`src/rtl/dff_pipe.sv`:
```
// rtl/dff_pipe.sv - enable-gated register pipeline with valid/ready handshake and bubble collapsing
// Optional stall counter output enabled by defining DFF_PIPE_STATS_EN.
module dff_pipe #(
  parameter int               WIDTH   = 8,
  parameter int               DEPTH   = 4,
  parameter logic [WIDTH-1:0] RST_VAL = '0
) (
  input  logic                         clk,
  input  logic                         rst,
  input  logic                         en,
  input  logic                         clr,
  input  logic                         in_valid,
  output logic                         in_ready,
  input  logic [WIDTH-1:0]             d,
  output logic                         out_valid,
  input  logic                         out_ready,
  output logic [WIDTH-1:0]             q,
  output logic [$clog2(DEPTH+1)-1:0]   occupancy
`ifdef DFF_PIPE_STATS_EN
  ,
  output logic [15:0]                  stall_cnt
`endif
);

  localparam int OW = $clog2(DEPTH + 1);

  generate
    if (DEPTH < 1) begin : g_bad_depth
      $error("dff_pipe: DEPTH must be at least 1");
    end
  endgenerate

  logic [WIDTH-1:0] r_data [DEPTH];
  logic [DEPTH-1:0] r_v;
  logic [OW-1:0]    r_occ;

  logic [DEPTH-1:0] w_adv;
  logic [DEPTH-1:0] w_load;
  logic [DEPTH-1:0] w_v_nxt;
  logic [WIDTH-1:0] w_src [DEPTH];
  logic             w_in_xfer;
  logic [OW-1:0]    w_occ_nxt;

  // A stage advances when some later stage is empty, or the whole tail is full and drains.
  always_comb begin
    logic w_tail_full;
    w_tail_full = 1'b1;
    w_adv       = '0;
    for (int i = DEPTH - 1; i >= 0; i--) begin
      w_adv[i]    = en & r_v[i] & (~w_tail_full | out_ready);
      w_tail_full = w_tail_full & r_v[i];
    end
  end

  assign in_ready  = en & ~clr & rst & (~r_v[0] | w_adv[0]);
  assign w_in_xfer = in_valid & in_ready;

  always_comb begin
    w_load[0] = w_in_xfer;
    w_src[0]  = d;
    for (int i = 1; i < DEPTH; i++) begin
      w_load[i] = w_adv[i-1];
      w_src[i]  = r_data[i-1];
    end
    w_v_nxt   = w_load | (r_v & ~w_adv);
    w_occ_nxt = '0;
    for (int i = 0; i < DEPTH; i++) begin
      w_occ_nxt = w_occ_nxt + OW'(w_v_nxt[i]);
    end
  end

  always_ff @(posedge clk or negedge rst) begin
    if (!rst) begin
      for (int i = 0; i < DEPTH; i++) begin
        r_data[i] <= RST_VAL;
      end
      r_v   <= '0;
      r_occ <= '0;
    end else if (clr) begin
      r_v   <= '0;
      r_occ <= '0;
    end else if (en) begin
      for (int i = 0; i < DEPTH; i++) begin
        if (w_load[i]) begin
          r_data[i] <= w_src[i];
        end
      end
      r_v   <= w_v_nxt;
      r_occ <= w_occ_nxt;
    end
  end

  assign q         = r_data[DEPTH-1];
  assign out_valid = r_v[DEPTH-1] & en;
  assign occupancy = r_occ;

`ifdef DFF_PIPE_STATS_EN
  logic [15:0] r_stall_cnt;

  always_ff @(posedge clk or negedge rst) begin
    if (!rst) begin
      r_stall_cnt <= '0;
    end else if (clr) begin
      r_stall_cnt <= '0;
    end else if (out_valid && !out_ready && (r_stall_cnt != 16'hFFFF)) begin
      r_stall_cnt <= r_stall_cnt + 16'd1;
    end
  end

  assign stall_cnt = r_stall_cnt;
`endif

endmodule

```
`config.mk`:
```
export PLATFORM = sky130hd
export DESIGN_NAME = dff_pipe
export DESIGN_NICKNAME = d
export VERILOG_FILES = /design/src/rtl/dff_pipe.sv
export SDC_FILE = /design/constraint.sdc
export NUM_CORES = 1
export LEC_CHECK = 0
export CAP_MARGIN = 25
export CORE_MARGIN = 3
export CORE_UTILIZATION = 47
export DETAILED_ROUTE_END_ITERATION = 10
export PLACE_DENSITY = 0.83
export REMOVE_ABC_BUFFERS = 1
export SLEW_MARGIN = 20
export SYNTH_ARGS = -nofsm -noshare
export SYNTH_HDL_FRONTEND = slang
export SYNTH_SLANG_ARGS = --single-unit
export TNS_END_PERCENT = 5
```
`constraint.sdc`:
```
create_clock -name clk -period 2.1 [get_ports clk]
set_clock_uncertainty 0.1 [all_clocks]
set_input_delay 0.63 -clock clk [delete_from_list [all_inputs] [get_ports clk]]
set_output_delay 0.63 -clock clk [all_outputs]
set_load 0.02 [all_outputs]
```
==> impl_metrics.ini, run 1 <==
[timing]
rsz0062_at_grt = true
setup_slack_ns = -0.101
report.final.slew_viol_count = 0
tightestPinTransition_ns = 0.420
hold_viol = 0
period_needed_ns = 2.20
period_share_pct = 105
max_freq_ghz = 0.454
slew_headroom_pct = 72.0
setup_viol = 3

[routing]
vias = 1074
vias_per_cell = 5.24
dr.pass1.iters = 4
routedWlPerCell_um = 16.6
wirelength_um = 3400
antenna_left = 0
initialDrtViolationCount = 49
drc = 0

[setup_path]
slowest_stage = fa_1
critical_path_class = in2reg
r2r_slack_ns = -0.08
end_kind = flip-flop
worstReg2RegEnd = occupancy[1]
start_kind = input pin
cp.required_ns = 2.18
crit_buf_inv = 1
crit_cells = 8
reg2regPathDepth = 8
crit_path_max_fanout = 7
cpLargestDelayFamily = adder cells
critPathArrivalTime_ns = 2.28
crit_chain = clkbuf_4 > mux2i_2 > nand2_1 > fa_1 > ha_2 > ha_4 > mux2i_1 > nor2_1
r2r-start = r_v[1]
critPathMaxStageDelay_ns = 0.56

[yosys]
synth_seq_cells = 39
yosys-top-cells-area = dfrtp_1, mux2_2, mux2_4
netlist_area_mm2 = 0.00175
synth_top_area_share_pct = 55.9
synth_warnings = 0
ys_seq_area_share_pct = 55.9
synth_cell_types = 25
synth_area_per_cell_um2 = 14.7
synth_top_area_cell = dfrtp_1
syn_inst = 119

[clock_tree]
cts_tree = done
numCtsBuffers = 5
clock_path_buffers = 2
cts_sinks = 39
clkTransAtPathRegs_ns = 0.07
cts_root_buf = clkbuf_8
clk_latency_ns = 0.29
ctsHoldBuffers = 0
cts_max_level = 2

[global_route]
grt_pass1_wl_um = 5440
grt_max_degree = 36
grt_pass1_vias = 1108
grt.total_usage_pct = 16.8
grt_antenna_before_repair = 0
overflow = 0

[finish]
fin_nets = 175
fillers = 250
diodes = 0
drive_gt1_share_pct = 46.5
final_core_util_pct = 66.3
final_common_cell = dfrtp_1
area_growth_pct = 31.7
most-common-layout-cells = dfrtp_1, mux2_2, clkdlybuf4s50_1
final_cells = 205

[floorplan]
dieWidth_um = 66.9
die_h_um = 66.9
core_mm2 = 0.00347
die-area_mm2 = 0.00448
start_util_pct = 50.3
rows = 21
ios = 27

[run_status]
violations = negative setup slack
status = finished with violations

[place]
dpl.hpwl_um = 2290
routabilityCongestion = 0.964
port_buffers = 26
dp.cells = 194

[min_path]
hold_class = in2async

[power_and_ir_drop]
power.density_mw_per_mm2 = 767
peakVddDrop_mv = 0.493
power_leakage_nw = 1.11

[job]
drv_cap = 0
==> worst reg2reg max path, cell delays in order, from the launching register on <==
cell and delay, ns:
dfrtp_1 0.40, buf_6 0.14, mux2i_2 0.19, nand2_1 0.13
fa_1 0.56, ha_2 0.19, ha_4 0.19, mux2i_1 0.12
nor2_1 0.06
==> metal layers <==
| layer | global-route usage [%] | vias to the layer above | routed length (µm) |
|---|---|---|---|
| li1 | - | 485 | - |
| met1 | 21.2 | 549 | 1480 |
| met2 | 26.0 | 31 | 1660 |
| met3 | 4.05 | 9 | 163 |
| met4 | 9.87 | 0 | 94 |
| met5 | 0 | - | 0 |
==> what timing repair did <==
action,CTS,global route
pin swaps,7,4
buffers inserted,2,1
gates resized for setup,26,10
endpoints found under the setup margin,29,4
hold endpoints to repair,0,0
gates cloned,0,0
==> layout make-up <==
type                       instances  area, µm²  area share [%]
tap                               46       57.6            2.50
multi-input combinational         67        728            31.7
sequential                        39        976            42.5
timing repair buffer              44        412            17.9
clock inverter                     2       38.8            1.69
inverter                           1       3.75           0.163
clock buffer                       6       82.6            3.59
==> cells by family after synthesis <==
family | Yosys count | share of synthesized area, %
AOI/OAI and AO/OA | 9 | 4.09
adders and majority gates | 3 | 2.58
buffers and inverters | 13 | 6.02
muxes | 36 | 24.7
DFF | 39 | 55.9
and+or+nand+nor | 19 | 6.74
==> synthesized netlist by cell type <==
master,number
and2b_2,1
buf_4,9
and3b_1,1
nand4b_1,1
buf_6,3
mux2i_1,4
inv_1,1
o21ai_0,3
fa_1,1
dfrtp_1,39
nor2b_1,2
mux2_4,8
and4b_1,1
mux2_1,2
nor2_1,3
a21oi_1,3
nand2_1,6
a22o_1,1
and2_1,1
mux2_2,22
nand3b_1,1
nand4b_2,1
and3_1,1
a21oi_4,2
ha_1,2
==> power breakdown <==
part           switching (mW)  internal (mW)
registers              0.0571          0.842
clock network           0.266          0.391
logic                  0.0713          0.135
total                   0.395           1.37
==> state kept, by name (all words and copies together), names as in the netlist <==
name	flops
occupancy	3
r_v	4
r_data	24
q	8
==> metrics by stage <==
stage          hold WS [ns]  total power [mW]  worst slack, ns  cell area [µm²]  TNS, ns
6_report              0.225              1.76           -0.101             2300   -0.126
3_5_place_dp          0.392              1.11           -0.989             2090   -15.58
2_1_floorplan         0.234              1.01           -0.343             1640   -0.763
3_3_place_gp          0.372              1.09           -0.909             2090   -13.83
4_1_cts               0.194              1.77          -0.0664             2260  -0.0808
5_1_grt               0.218              1.85           -0.130             2300   -0.269
==> how the worst max path moves through the flow <==
stage	from	to	slack (ns)
3_3_place_gp	out_ready	occupancy[1]	-0.91
2_1_floorplan	out_ready	occupancy[1]	-0.34
3_5_place_dp	out_ready	occupancy[1]	-0.99
6_report	en	occupancy[1]	-0.10
5_1_grt	en	occupancy[1]	-0.13
4_1_cts	r_v[1]	occupancy[1]	-0.07
(Power assumes the default switching activity.)
==> inputs of run 2 (changes only) <==
--- a/config.mk
+++ b/config.mk
@@ -5,10 +5,11 @@
 export SDC_FILE = /design/constraint.sdc
 export NUM_CORES = 1
 export LEC_CHECK = 0
-export CAP_MARGIN = 25
+export CAP_MARGIN = 20
 export CORE_MARGIN = 3
 export CORE_UTILIZATION = 47
 export DETAILED_ROUTE_END_ITERATION = 10
+export GPL_ROUTABILITY_DRIVEN = 0
 export PLACE_DENSITY = 0.83
 export REMOVE_ABC_BUFFERS = 1
 export SLEW_MARGIN = 20
==> results of run 2 <==
Final layout, timing and power as in run 1 (identical DEF).
==> inputs of run 3 (changes only) <==
--- a/config.mk
+++ b/config.mk
@@ -7,10 +7,10 @@
 export LEC_CHECK = 0
 export CAP_MARGIN = 20
 export CORE_MARGIN = 3
-export CORE_UTILIZATION = 47
+export CORE_UTILIZATION = 52
 export DETAILED_ROUTE_END_ITERATION = 10
 export GPL_ROUTABILITY_DRIVEN = 0
-export PLACE_DENSITY = 0.83
+export PLACE_DENSITY = 0.86
 export REMOVE_ABC_BUFFERS = 1
 export SLEW_MARGIN = 20
 export SYNTH_ARGS = -nofsm -noshare
==> constraint.sdc (replaced) <==
create_clock -name clk -period 2.29 [get_ports clk]
set_clock_uncertainty 0.1 [all_clocks]
set_input_delay 0.687 -clock clk [delete_from_list [all_inputs] [get_ports clk]]
set_output_delay 0.687 -clock clk [all_outputs]
set_load 0.02 [all_outputs]
==> run 3 against run 2 <==
  * Global-route usage up 0.17 points
  * Sequential power decreased by 8.2%
  * The flow now finishes without violations
  * Flip-flop and latch count is the same
  * Highest routed layer unchanged
  * First-iteration DRC count is 27% lower
  * Clock power fell by 12%
  * Register-to-register slack better by 0.13 ns
  * Die area decreased by 8.8%
  * Combinational power down 10%
  * Routed wire length fell by 4.6%
  * Setup slack better by 0.12 ns
==> impl_metrics.ini, run 3 (same netlist as run 1, synthesis figures left out) <==
[run_status]
status = finished, final reports clean

[setup_path]
crit_path_max_fanout = 3
critical_path_class = in2out
start_kind = input pin
crit_cells = 5
crit_buf_inv = 2
worstReg2RegEnd = occupancy[1]
cp.required_ns = 1.50
cpLargestDelayFamily = buffers and inverters
reg2regPathDepth = 8
worstSetupStartpoint = clr
r2r-start = r_v[1]
slowest_stage = dlygate4sd2_1
crit_chain = dlygate4sd2_1 > nor2b_2 > nand2_1 > a21oi_1 > buf_4
end_kind = primary output
r2r_slack_ns = 0.05
cp-endpoint = in_ready
critPathMaxStageDelay_ns = 0.26
critPathArrivalTime_ns = 1.48

[finish]
final_common_cell = dfrtp_1
fin_nets = 173
multiInputGateArea_um2 = 713
most-common-layout-cells = dfrtp_1, mux2_2, clkdlybuf4s50_1
drive_gt1_share_pct = 44.6
area_growth_pct = 27.8
diodes = 0
regArea_um2 = 976
largest_reg_flops = 24
final_cell_area_mm2 = 0.00223
final_core_util_pct = 71.3
fillers = 210
top_register = r_data

[floorplan]
die-area_mm2 = 0.00409
rows = 20
die_h_um = 63.9
start_util_pct = 55.8
ios = 27
core_mm2 = 0.00313
dieWidth_um = 63.9

[timing]
period_share_pct = 98.9
report.final.slew_viol_count = 0
rsz0062_at_grt = true
setup_viol = 0
max_freq_ghz = 0.441
hold_viol = 0
slew_headroom_pct = 65.0
tightestPinTransition_ns = 0.525
period_needed_ns = 2.27
finalSetupTns_ns = 0

[global_route]
grt_max_degree = 37
grt.total_usage_pct = 17.0
grt_pass1_wl_um = 5270
grt_pass1_vias = 1091
overflow = 0
grt_antenna_before_repair = 0

[clock_tree]
clk_latency_ns = 0.35
cts_root_buf = clkbuf_4
clock_path_buffers = 2
cts_tree = done
clkTransAtPathRegs_ns = 0.11
cts_sinks = 39
cts_max_level = 2
numCtsBuffers = 5

[routing]
drc = 0
routedWlPerCell_um = 16.2
wirelength_um = 3250
antenna_left = 0
dr.pass1.iters = 4
initialDrtViolationCount = 36
vias = 1036
vias_per_cell = 5.15

[power_and_ir_drop]
peakVddDrop_mv = 0.562
power_leakage_nw = 1.08
power.density_mw_per_mm2 = 711

[place]
placed_area_mm2 = 0.00207
dpl.hpwl_um = 2250
port_buffers = 26

[min_path]
hold_class = in2async

[job]
drv_cap = 0
==> run 3: cell types whose count changed in the layout (fill, tap and decap cells not counted), sizes merged <==
cell	previous run	this run
clkinvlp	0	1
buf	21	20
inv	2	1
dlygate4sd2	2	3
bufinv	1	2
clkbuf	8	5
==> run 3: power breakdown <==
group | internal, mW | switching (mW) | total, mW
combinational | 0.121 | 0.0633 | 0.185
clock | 0.339 | 0.236 | 0.575
sequential | 0.772 | 0.0537 | 0.826
==> run 3: how the worst min path moves through the flow <==
stage / startpoint / end / slack (ns) / cells after the start
6_report: rst / occupancy[2] / 0.21 / 2
5_1_grt: rst / occupancy[1] / 0.19 / 2
4_1_cts: rst / occupancy[0] / 0.19 / 2
3_5_place_dp: r_data[13] / r_data[13] / 0.37 / 1
3_3_place_gp: r_data[13] / r_data[13] / 0.37 / 1
2_1_floorplan: rst / occupancy[0] / 0.29 / 0
==> run 3: through the flow <==
step / hold WS (ns) / instances / worst slack [ns] / total power [mW]
3_5_place_dp: 0.375 / 191 / -0.860 / 1.02
3_3_place_gp: 0.366 / 191 / -0.779 / 1.00
2_1_floorplan: 0.291 / 107 / -0.210 / 0.928
6_report: 0.211 / 201 / 0.0241 / 1.59
4_1_cts: 0.187 / 200 / 0.0354 / 1.59
5_1_grt: 0.194 / 201 / -0.0669 / 1.65
==> run 3: layout make-up <==
type | instances | share of cell area [%]
Sequential cell | 39 | 43.7
Clock inverter | 3 | 3.03
Timing Repair Buffer | 42 | 16.9
Tap cell | 44 | 2.47
Inverter | 1 | 0.168
Multi-Input combinational cell | 67 | 32.0
Clock buffer | 5 | 1.68
==> run 3: layer usage <==
| layer | GRT usage [%] | up-vias | wire (µm) |
|---|---|---|---|
| li1 | - | 478 | - |
| met1 | 20.5 | 535 | 1520 |
| met2 | 29.0 | 19 | 1590 |
| met3 | 5.45 | 4 | 118 |
| met4 | 4.58 | 0 | 23 |
| met5 | 0 | - | 0 |
==> run 3: what timing repair did <==
action,CTS,global route
setup endpoints to repair,5,2
buffers inserted,1,1
resized for setup,25,4
hold buffers,0,0
pin swaps,5,7
hold endpoints to repair,0,0
